## src/rtl/timer_pkg.sv

```systemverilog
// Shared timer definitions: default widths, compare reset value and the
// per-half count-update priority encoding.
package timer_pkg;

  localparam int DEF_CNT_W  = 64;
  localparam int DEF_DATA_W = 32;
  localparam logic [DEF_CNT_W-1:0] TIMER_CMP_RST = {DEF_CNT_W{1'b1}};

  typedef enum logic [1:0] {
    UPD_WR   = 2'd0,
    UPD_CLR  = 2'd1,
    UPD_INC  = 2'd2,
    UPD_HOLD = 2'd3
  } upd_op_t;

  // A write to either half freezes the other half for that cycle.
  function automatic upd_op_t half_op(input logic wr_self, input logic wr_any,
                                      input logic fall, input logic inc);
    upd_op_t op;
    if (wr_self)     op = UPD_WR;
    else if (wr_any) op = UPD_HOLD;
    else if (fall)   op = UPD_CLR;
    else if (inc)    op = UPD_INC;
    else             op = UPD_HOLD;
    return op;
  endfunction

endpackage

```

## src/rtl/timer_half_reg.sv

```systemverilog
// One half of a wide counter: load, clear, or add carry_in, with carry_out.
// Latency: 1 cycle to q; carry_out is combinational. No backpressure.
// Backpressure: none; op is applied every cycle.
module timer_half_reg
  import timer_pkg::*;
#(
  parameter int             W       = DEF_DATA_W,
  parameter logic [W-1:0]   RST_VAL = '0
) (
  input  logic         sys_clk,
  input  logic         sys_rst,
  input  logic [1:0]   op,
  input  logic [W-1:0] wdata,
  input  logic         carry_in,
  output logic [W-1:0] q,
  output logic         carry_out
);

  assign carry_out = carry_in & (&q);

  always_ff @(posedge sys_clk or posedge sys_rst) begin
    if (sys_rst) begin
      q <= RST_VAL;
    end else begin
      case (upd_op_t'(op))
        UPD_WR:  q <= wdata;
        UPD_CLR: q <= '0;
        UPD_INC: q <= q + W'(carry_in);
        default: q <= q;
      endcase
    end
  end

endmodule

```

## src/rtl/timer_counter.sv

```systemverilog
// 64-bit timer count + compare with sticky match status and masked interrupt.
// Latency: count/compare 1 cycle; int_st 1 cycle after match; tim_int combinational on int_st.
// Backpressure: none; cnt_en ticks and register writes are consumed every cycle.
module timer_counter
  import timer_pkg::*;
#(
  parameter int                 CNT_W   = DEF_CNT_W,
  parameter int                 DATA_W  = DEF_DATA_W,
  parameter logic [CNT_W-1:0]   CMP_RST = TIMER_CMP_RST
) (
  input  logic              sys_clk,
  input  logic              sys_rst,
  input  logic              cnt_en,
  input  logic              timer_en,
  input  logic              cnt_wr_lo,
  input  logic              cnt_wr_hi,
  input  logic              cmp_wr_lo,
  input  logic              cmp_wr_hi,
  input  logic [DATA_W-1:0] cnt_wdata,
  input  logic              int_en,
  input  logic              int_st_clr,
  output logic [CNT_W-1:0]  cnt_val,
  output logic [CNT_W-1:0]  cmp_val,
  output logic              int_st,
  output logic              tim_int
);

  logic        timer_en_d;
  logic        timer_fall;
  logic        cnt_wr_any;
  logic        cmp_wr_any;
  logic        match;
  upd_op_t     cnt_lo_op, cnt_hi_op, cmp_lo_op, cmp_hi_op;
  logic        cnt_lo_co, cnt_hi_co, cmp_lo_co, cmp_hi_co;
  logic        unused_carry;

  assign timer_fall = timer_en_d & ~timer_en;
  assign cnt_wr_any = cnt_wr_lo | cnt_wr_hi;
  assign cmp_wr_any = cmp_wr_lo | cmp_wr_hi;

  always_comb begin
    cnt_lo_op = half_op(cnt_wr_lo, cnt_wr_any, timer_fall, cnt_en);
    cnt_hi_op = half_op(cnt_wr_hi, cnt_wr_any, timer_fall, cnt_en);
    // Compare never clears or counts.
    cmp_lo_op = half_op(cmp_wr_lo, cmp_wr_any, 1'b0, 1'b0);
    cmp_hi_op = half_op(cmp_wr_hi, cmp_wr_any, 1'b0, 1'b0);
  end

  timer_half_reg #(.W(DATA_W), .RST_VAL('0)) u_cnt_lo (
    .sys_clk   (sys_clk),
    .sys_rst   (sys_rst),
    .op        (cnt_lo_op),
    .wdata     (cnt_wdata),
    .carry_in  (cnt_en),
    .q         (cnt_val[DATA_W-1:0]),
    .carry_out (cnt_lo_co)
  );

  timer_half_reg #(.W(DATA_W), .RST_VAL('0)) u_cnt_hi (
    .sys_clk   (sys_clk),
    .sys_rst   (sys_rst),
    .op        (cnt_hi_op),
    .wdata     (cnt_wdata),
    .carry_in  (cnt_lo_co),
    .q         (cnt_val[CNT_W-1:DATA_W]),
    .carry_out (cnt_hi_co)
  );

  timer_half_reg #(.W(DATA_W), .RST_VAL(CMP_RST[DATA_W-1:0])) u_cmp_lo (
    .sys_clk   (sys_clk),
    .sys_rst   (sys_rst),
    .op        (cmp_lo_op),
    .wdata     (cnt_wdata),
    .carry_in  (1'b0),
    .q         (cmp_val[DATA_W-1:0]),
    .carry_out (cmp_lo_co)
  );

  timer_half_reg #(.W(DATA_W), .RST_VAL(CMP_RST[CNT_W-1:DATA_W])) u_cmp_hi (
    .sys_clk   (sys_clk),
    .sys_rst   (sys_rst),
    .op        (cmp_hi_op),
    .wdata     (cnt_wdata),
    .carry_in  (1'b0),
    .q         (cmp_val[CNT_W-1:DATA_W]),
    .carry_out (cmp_hi_co)
  );

  // Wrap out of the top half is silently dropped.
  assign unused_carry = cnt_hi_co | cmp_lo_co | cmp_hi_co;

  assign match   = (cnt_val == cmp_val);
  assign tim_int = int_st & int_en;

  always_ff @(posedge sys_clk or posedge sys_rst) begin
    if (sys_rst) begin
      timer_en_d <= 1'b0;
      int_st     <= 1'b0;
    end else begin
      timer_en_d <= timer_en;
      if (match)           int_st <= 1'b1;
      else if (int_st_clr) int_st <= 1'b0;
    end
  end

endmodule

```

## config.mk

```make
export PLATFORM = sky130hd
export DESIGN_NAME = timer_counter
export DESIGN_NICKNAME = d
export VERILOG_FILES = /design/src/rtl/timer_pkg.sv /design/src/rtl/timer_half_reg.sv /design/src/rtl/timer_counter.sv
export SDC_FILE = /design/constraint.sdc
export NUM_CORES = 1
export LEC_CHECK = 0
export BUFFER_PORTS_ARGS = -buffer_cell sky130_fd_sc_hd__buf_2
export CAP_MARGIN = 25
export CELL_PAD_IN_SITES_DETAIL_PLACEMENT = 0
export CELL_PAD_IN_SITES_GLOBAL_PLACEMENT = 1
export CORE_ASPECT_RATIO = 0.75
export CORE_MARGIN = 3
export CORE_UTILIZATION = 45
export DETAILED_ROUTE_END_ITERATION = 7
export PLACE_DENSITY_LB_ADDON = 0.05
export SLEW_MARGIN = 20
export SYNTH_ARGS = -nofsm -noshare
export SYNTH_HDL_FRONTEND = slang
export SYNTH_SLANG_ARGS = --single-unit
```

## constraint.sdc

```tcl
create_clock -name sys_clk -period 11.2 [get_ports sys_clk]
set_input_delay 1.68 -clock sys_clk [delete_from_list [all_inputs] [get_ports sys_clk]]
set_output_delay 1.68 -clock sys_clk [all_outputs]
set_load 0.01 [all_outputs]
```

==> results of run 1 <==
[power by group through the flow]
stage          logic (uW)  clock network, uW  registers (uW)
6_report              330                573             641
5_1_grt               356                601             651
4_1_cts               327                576             639
3_5_place_dp          325                  0             646
3_3_place_gp          322                  0             642
2_1_floorplan         177                  0             637
[routing by layer]
| layer | global-route usage [%] | vias up | part of all wire, % |
|---|---|---|---|
| met3 | 7.120 | 38 | 8.8 |
| met5 | 0 | - | 0 |
| met1 | 44.98 | 3585 | 46 |
| li1 | - | 3182 | - |
| met2 | 41.51 | 388 | 43 |
| met4 | 7.108 | 0 | 1.7 |
[through the flow]
step	std cells	area, um2	total power (uW)	util [%]
6_report	1148	9208	1544	56.26
5_1_grt	1148	9208	1608	56.26
4_1_cts	1148	9198	1542	56.20
3_5_place_dp	1116	8597	971.3	52.53
3_3_place_gp	1116	8592	964.1	52.50
2_1_floorplan	785	7674	814.7	-
[path summary, 6_finish.rpt]
path / to / cells past startpoint
setup / recovery: u_cnt_hi.q[16] / 12
hold / removal: int_st / 2
setup reg to reg: u_cnt_hi.q[16] / 11
hold reg to reg: int_st / 2
max in group asynchronous: u_cnt_lo.q[23] / 3
min in group asynchronous: timer_en_d / 2
[cell usage after synthesis (all sizes together) (3+ instances only)]
| cell type | n |
|---|---|
| dfstp | 64 |
| o22ai | 13 |
| o32a | 16 |
| a2bb2oi | 4 |
| mux2 | 64 |
| nor3 | 18 |
| dfrtp | 66 |
| inv | 35 |
| and3 | 12 |
| nor4 | 16 |
| a32oi | 10 |
| buf | 22 |
| nand3b | 3 |
| and4 | 6 |
| o21ai | 80 |
| nand2b | 3 |
| o311ai | 3 |
| clkbuf | 32 |
| a31oi | 13 |
| nand3 | 33 |
| nor2 | 41 |
| or3 | 3 |
| nand4 | 34 |
| a21oi | 35 |
| and2 | 4 |
| nand2 | 52 |
| ha | 8 |
| xnor2 | 64 |
| o211ai | 3 |
| a22oi | 9 |
| a41oi | 4 |
[flip-flops by register name (all words and copies together), names as in the netlist]
name and flops:
int_st 1, u_cnt_hi.q 32, u_cnt_lo.q 32, timer_en_d 1, u_cmp_lo.q 32, u_cmp_hi.q 32
[cell families after synthesis]
group	after synthesis	synth area share [%]
fa+ha+maj	8	1.304
buf+inv	91	4.875
compound gates	197	16.16
flops	130	43.44
simple gates	230	17.40
xor+xnor	64	7.305
mux	65	9.522
[critical path: cells and delay by family]
family	cells	cell delay, ns
buffers and inverters	1	0.13
and+or+nand+nor	9	2.37
adders and majority gates	2	0.48
[layout make-up]
cell class                      count  area share [%]
Clock buffer                       23           5.408
Sequential cell                   130           36.20
Timing Repair Buffer              175           9.621
Tap cell                          210           2.854
Clock inverter                      9           1.114
Multi-Input combinational cell    564           43.27
Inverter                           37           1.536
==> impl_results.md, run 1 <==
* Hpwl dp at 19860 um
* Seq pwr share at 41.5%
* Outcome: complete, no violations
* Leakage Power at 0.003861 uW
* Most frequent cells in the layout: buf_2 (171), o21ai_0 (69), dfrtp_1 (66)
* Register bit total from synthesis at 130
* Post-synth EDFFs at 0
* Switching part of the total at 32.86%
* Internal Pwr Total at 1037 uW
* Worst hold start: int_st
* Comb pwr share at 21.4%
* Number of global-route vias before repair at 6695
* Routed Antenna Nets at 0
* CTS clk-pin slew, worst paths at 0.06 ns
* Synth top area share at 21.91%
* WL final at 27470 um
* Final hold slack at 0.5414 ns
* Placement Setup Slack at 6.467 ns
* Clock share of power at 37.1%
* Max Root-Sink Buffers at 2
* Mapped Nets at 835
* Post-synthesis sequential area ratio at 43.44%
* Final Hold Viols at 0
* Number of antenna diodes at 0
* Worst VDD drop at 0.1123 mV
* Reg2reg setup slack at 7.20 ns
* Worst path cell trace: buf_2 > nand3_1 > nor4_1 > nand2_1 > nor3_1 > ha_1 > ha_1 > nand3_1 > nor3_2 > nand3_1 > or4_1 > nand3_1
* Layout Nets at 975
* Worst setup startpoint: cnt_en
* Worst Path Required at 11.56 ns
* Final worst-path cycle share at 38.43%
* CP max stage delay at 0.75 ns
* CTS Root Buffer Type: clkbuf_16
* Final Slew Violations at 0
* DR vias/cell at 6.266
* Clk_lat worst skew at 0.43 ns
* Setup Crit Path Kind: primary input to register
* PD cells at 167.7 nW/um2
* # port buffers at 171
* Slew @ Worst Pin at 0.9516 ns
* Number of buffers created by CTS at 17
* Yosys cell types at 55
* CP startpoint kind: primary input
* Initial antenna violation count at 0
* Hold Path Class: register to register
* CP most frequent cell: nand3_1
* Final setup slack of the worst path at 6.896 ns
* # DRC at 0
* Routed wire per std cell at 23.93 um
* Setup Fix Bufs, Post-CTS at 0
* RR Startpoint: u_cnt_lo.q[9]
* Share of layout cells above drive strength 1 at 37.85%
* Rel. slew slack at 36.56%
* P_sw at 507.4 uW
* H-tree levels at 4
* Core area at 16370 um2
* Critical-path maximum fanout at 12
* Synth area leader: dfstp_2
* Post-cts gate resize count at 0
* Crit path DAT at 4.67 ns
* Commonest non-fill, non-tap cell in the layout: buf_2
* Overflow after GRT at 0
* Die width at 156.8 um
* Worst setup skew after layout at 0.007023 ns
* Synth warnings at 0
* RSZ-0062 raised after global routing: false
* FP Rows at 40
* Pre-antenna DRT Iters at 5
* Final setup TNS at 0 ns
* Fill count at 1483
* Gate Count Post-Synth at 785
* Max Clk Rate at 232.3 MHz
* Via Count at 7193
* TritonCTS clock tree: done
* Synth top area cells: dfstp_2 (22%), dfrtp_1 (22%), mux2_2 (9.4%)
* Syn Std Cell Area at 7674 um2
* Hold buffer count at cts at 0
* Crit-path slowest cell: nor3_2
* Starting density of the core at 46.89%
* Most used DFF post-synth: dfrtp_1
* DIE HEIGHT at 119.1 um
* Footprint of the multi-input gates at 3984 um2
* First-pass GRT wire length at 41880 um
* Period minus WS final at 4.304 ns
* FF/Latch Area at 3333 um2
* Pin count of the biggest net entering global routing at 70
* Clk sinks at 130
* I/O pins at 172
* Total GRT Usage at 29.37%
* DIE AREA at 18670 um2
* Post-synth ARST share at 100.0%
* # setup viols final at 0
* Mean Syn Cell Area at 9.775 um2
* Starting DRT DRC Count at 826
* Area delta synth->final at 19.99%
* Routability cong. at 0.8753
* Crit. End Element: register
* Max-cap viol count at 0
Note: power is estimated with default switching activity, not from simulation.
==> inputs of run 2 (changes only) <==
--- a/config.mk
+++ b/config.mk
@@ -11,7 +11,7 @@
 export CELL_PAD_IN_SITES_GLOBAL_PLACEMENT = 1
 export CORE_ASPECT_RATIO = 0.75
 export CORE_MARGIN = 3
-export CORE_UTILIZATION = 45
+export CORE_UTILIZATION = 38
 export DETAILED_ROUTE_END_ITERATION = 7
 export PLACE_DENSITY_LB_ADDON = 0.05
 export SLEW_MARGIN = 20
==> constraint.sdc (replaced) <==
create_clock -name sys_clk -period 3.6 [get_ports sys_clk]
set_input_delay 0.54 -clock sys_clk [delete_from_list [all_inputs] [get_ports sys_clk]]
set_output_delay 0.54 -clock sys_clk [all_outputs]
set_load 0.01 [all_outputs]
==> run 2 against run 1 <==
  * Clock power rose to 3.1 times the previous value
  * First-iteration DRC count down 13%
  * Clock skew up 0.0081 ns
  * Die area up 18%
  * Critical path depth unchanged
  * Total power rose to 3.1 times the previous value
  * Sequential share of layout area down 0.62 points
  * Cell area up 1.7%
  * Combinational power rose to 3.2 times the previous value
  * Count of clock-buffer cells in the layout unchanged
  * Sequential cell count unchanged
  * Register-to-register slack worse by 6.8 ns
  * Critical endpoint unchanged
  * Largest cell class unchanged
  * Highest routed layer is now met5
==> impl_results.md, run 2 (same netlist as run 1, synthesis figures left out) <==
* Rel. slew slack at 40.39% (+3.8 points)
* CP startpoint kind: register
* Worst hold path depth at 1 (-1)
* Pre-antenna DRT Iters at 6 (+1)
* H-tree levels at 4 (unchanged)
* DIE HEIGHT at 129.1 um (+8.4%)
* Worst r2r dst: u_cnt_hi.q[16]
* Number of global-route vias before repair at 6533 (-2.4%)
* Hold buffer count at cts at 0 (unchanged)
* Hold Path Class: primary input to register
* Setup Crit Path Kind: register to register
* TritonCTS clock tree: done
* FP Rows at 44 (+10%)
* PD cells at 515.3 nW/um2 (+210%)
* Number of antenna diodes at 0 (unchanged)
* Starting density of the core at 39.15% (-7.7 points)
* RSZ-0062 raised after global routing: false
* # setup viols final at 0 (unchanged)
* Commonest non-fill, non-tap cell in the layout: buf_2
* P_sw at 1586 uW (+210%)
* Worst hold start: timer_en
* Period minus WS final at 3.243 ns
* Routed wire per std cell at 23.92 um (about the same)
* RR Startpoint: u_cnt_lo.q[6]
* Final worst-path cycle share at 90.08%
* Post-route insts no fill at 1205 (+5.0%)
* Final Hold Viols at 0 (unchanged)
* # DRC at 0 (unchanged)
* Worst reg2reg path depth at 12 (+1)
* WL final at 28820 um (+4.9%)
* I/O pins at 172 (unchanged)
* Final Slew Violations at 0 (unchanged)
* Initial antenna violation count at 1 (+1)
* Routed Antenna Nets at 0 (unchanged)
* Starting DRT DRC Count at 719 (-13%)
* Max Clk Rate at 308.4 MHz
* Final setup TNS at 0 ns (unchanged)
* Reg2reg setup slack at 0.36 ns (-6.84 ns)
* Comb pwr share at 22.2% (+0.8 points)
* Most frequent cells in the layout: buf_2 (171), o21ai_0 (69), dfrtp_1 (66)
* Post-cts gate resize count at 0 (unchanged)
* Hpwl dp at 21210 um (+6.8%)
* Cell count after placement at 1173 (+5.1%)
* DR vias/cell at 5.910 (-5.7%)
* Share of layout cells above drive strength 1 at 38.76% (+0.91 points)
* Crit path DAT at 3.60 ns (-1.07 ns)
* Die width at 170.1 um (+8.5%)
* Critical-path maximum fanout at 12 (unchanged)
* CTS Root Buffer Type: clkbuf_16
* Layout Nets at 989 (+1.4%)
* Seq pwr share at 41.0% (-0.5 points)
* # port buffers at 171 (unchanged)
* Core area at 19600 um2 (+20%)
* Area delta synth->final at 22.08%
* Pin count of the biggest net entering global routing at 131 (+87%)
* Outcome: complete, no violations
* Routability cong. at 0.8844 (+1.0%)
* Clk sinks at 130 (unchanged)
* Worst VDD drop at 0.2804 mV (+150%)
* Hold Path End: timer_en_d
* Clk_lat worst skew at 0.43 ns (about the same)
* Internal Pwr Total at 3242 uW (+210%)
* Max-cap viol count at 0 (unchanged)
* Worst setup skew after layout at 0.01509 ns (+0.008068 ns)
* Leakage Power at 0.003930 uW (+1.8%)
* Switching part of the total at 32.85% (about the same)
* DIE AREA at 21950 um2 (+18%)
* Worst Path Required at 3.95 ns (-7.61 ns)
* Total GRT Usage at 26.16% (-3.2 points)
* Clock share of power at 36.8% (-0.3 points)
* Slew @ Worst Pin at 0.8942 ns (-0.05739 ns)
* Setup Fix Bufs, Post-CTS at 0 (unchanged)
* Number of buffers created by CTS at 17 (unchanged)
* Crit. End Element: register
* CTS clk-pin slew, worst paths at 0.06 ns (about the same)
* First-pass GRT wire length at 42700 um (+2.0%)
* Via Count at 7122 (-0.99%)
* Overflow after GRT at 0 (unchanged)
* Max Root-Sink Buffers at 2 (unchanged)
==> run 2: power groups by stage <==
stage	Combinational [uW]	Sequential (uW)	Clock, uW
floorplan	552	1980	0
global placement	1070	1990	0
detailed placement	1070	1990	0
CTS	1080	1970	1810
global route	1160	2010	1860
finish	1070	1980	1780
==> run 2: through the flow <==
step / worst slack (ns) / total power, uW / util (%) / instance area, um2 / hold slack (ns)
after floorplan: 0.7204 / 2535 / - / 7677 / 0.5571
final: 0.3572 / 4827 / 47.80 / 9368 / 0.2269
after global placement: 0.4313 / 3058 / 44.73 / 8767 / 0.5180
after CTS: 0.3579 / 4862 / 47.80 / 9368 / 0.2144
after global routing: 0.03845 / 5034 / 47.80 / 9368 / 0.2208
after detailed placement: 0.3755 / 3064 / 44.73 / 8767 / 0.5467
==> run 2: routing by layer <==
metal  part of all wire, %  global-route usage, %  vias up
met5                 0.045                      0        -
met4                   1.4                  5.770        2
met3                   7.7                  5.215       26
met2                    42                  36.85      349
met1                    49                  41.14     3539
li1                      -                      -     3206
==> run 2: worst max-delay path by stage <==
stage,from,end,slack [ns]
floorplan,u_cnt_lo.q[9],u_cnt_hi.q[16],0.72
global placement,cnt_en,u_cnt_hi.q[16],0.43
detailed placement,u_cnt_lo.q[6],u_cnt_hi.q[16],0.38
CTS,u_cnt_lo.q[6],u_cnt_hi.q[16],0.36
global route,u_cnt_lo.q[6],u_cnt_hi.q[16],0.04
finish,u_cnt_lo.q[6],u_cnt_hi.q[16],0.36
==> run 2: critical path, cell delays in order, from the launching register on <==
cell and delay [ns]:
dfrtp_1 0.49, nand3_1 0.29, nor4_1 0.30, nand2_1 0.10, nor3_1 0.21, ha_1 0.28
ha_1 0.21, nand3_1 0.23, nor3_1 0.24, buf_4 0.22, nand3_1 0.11, or4_1 0.41
nand3_1 0.09
==> run 2: layout make-up <==
cell class	instances	area (um2)
fill	1877	10230
multi-input combinational	564	3971
sequential	130	3333
timing repair buffer	189	1003
clock buffer	23	498.0
tap	253	316.6
inverter	37	142.6
clock inverter	9	102.6
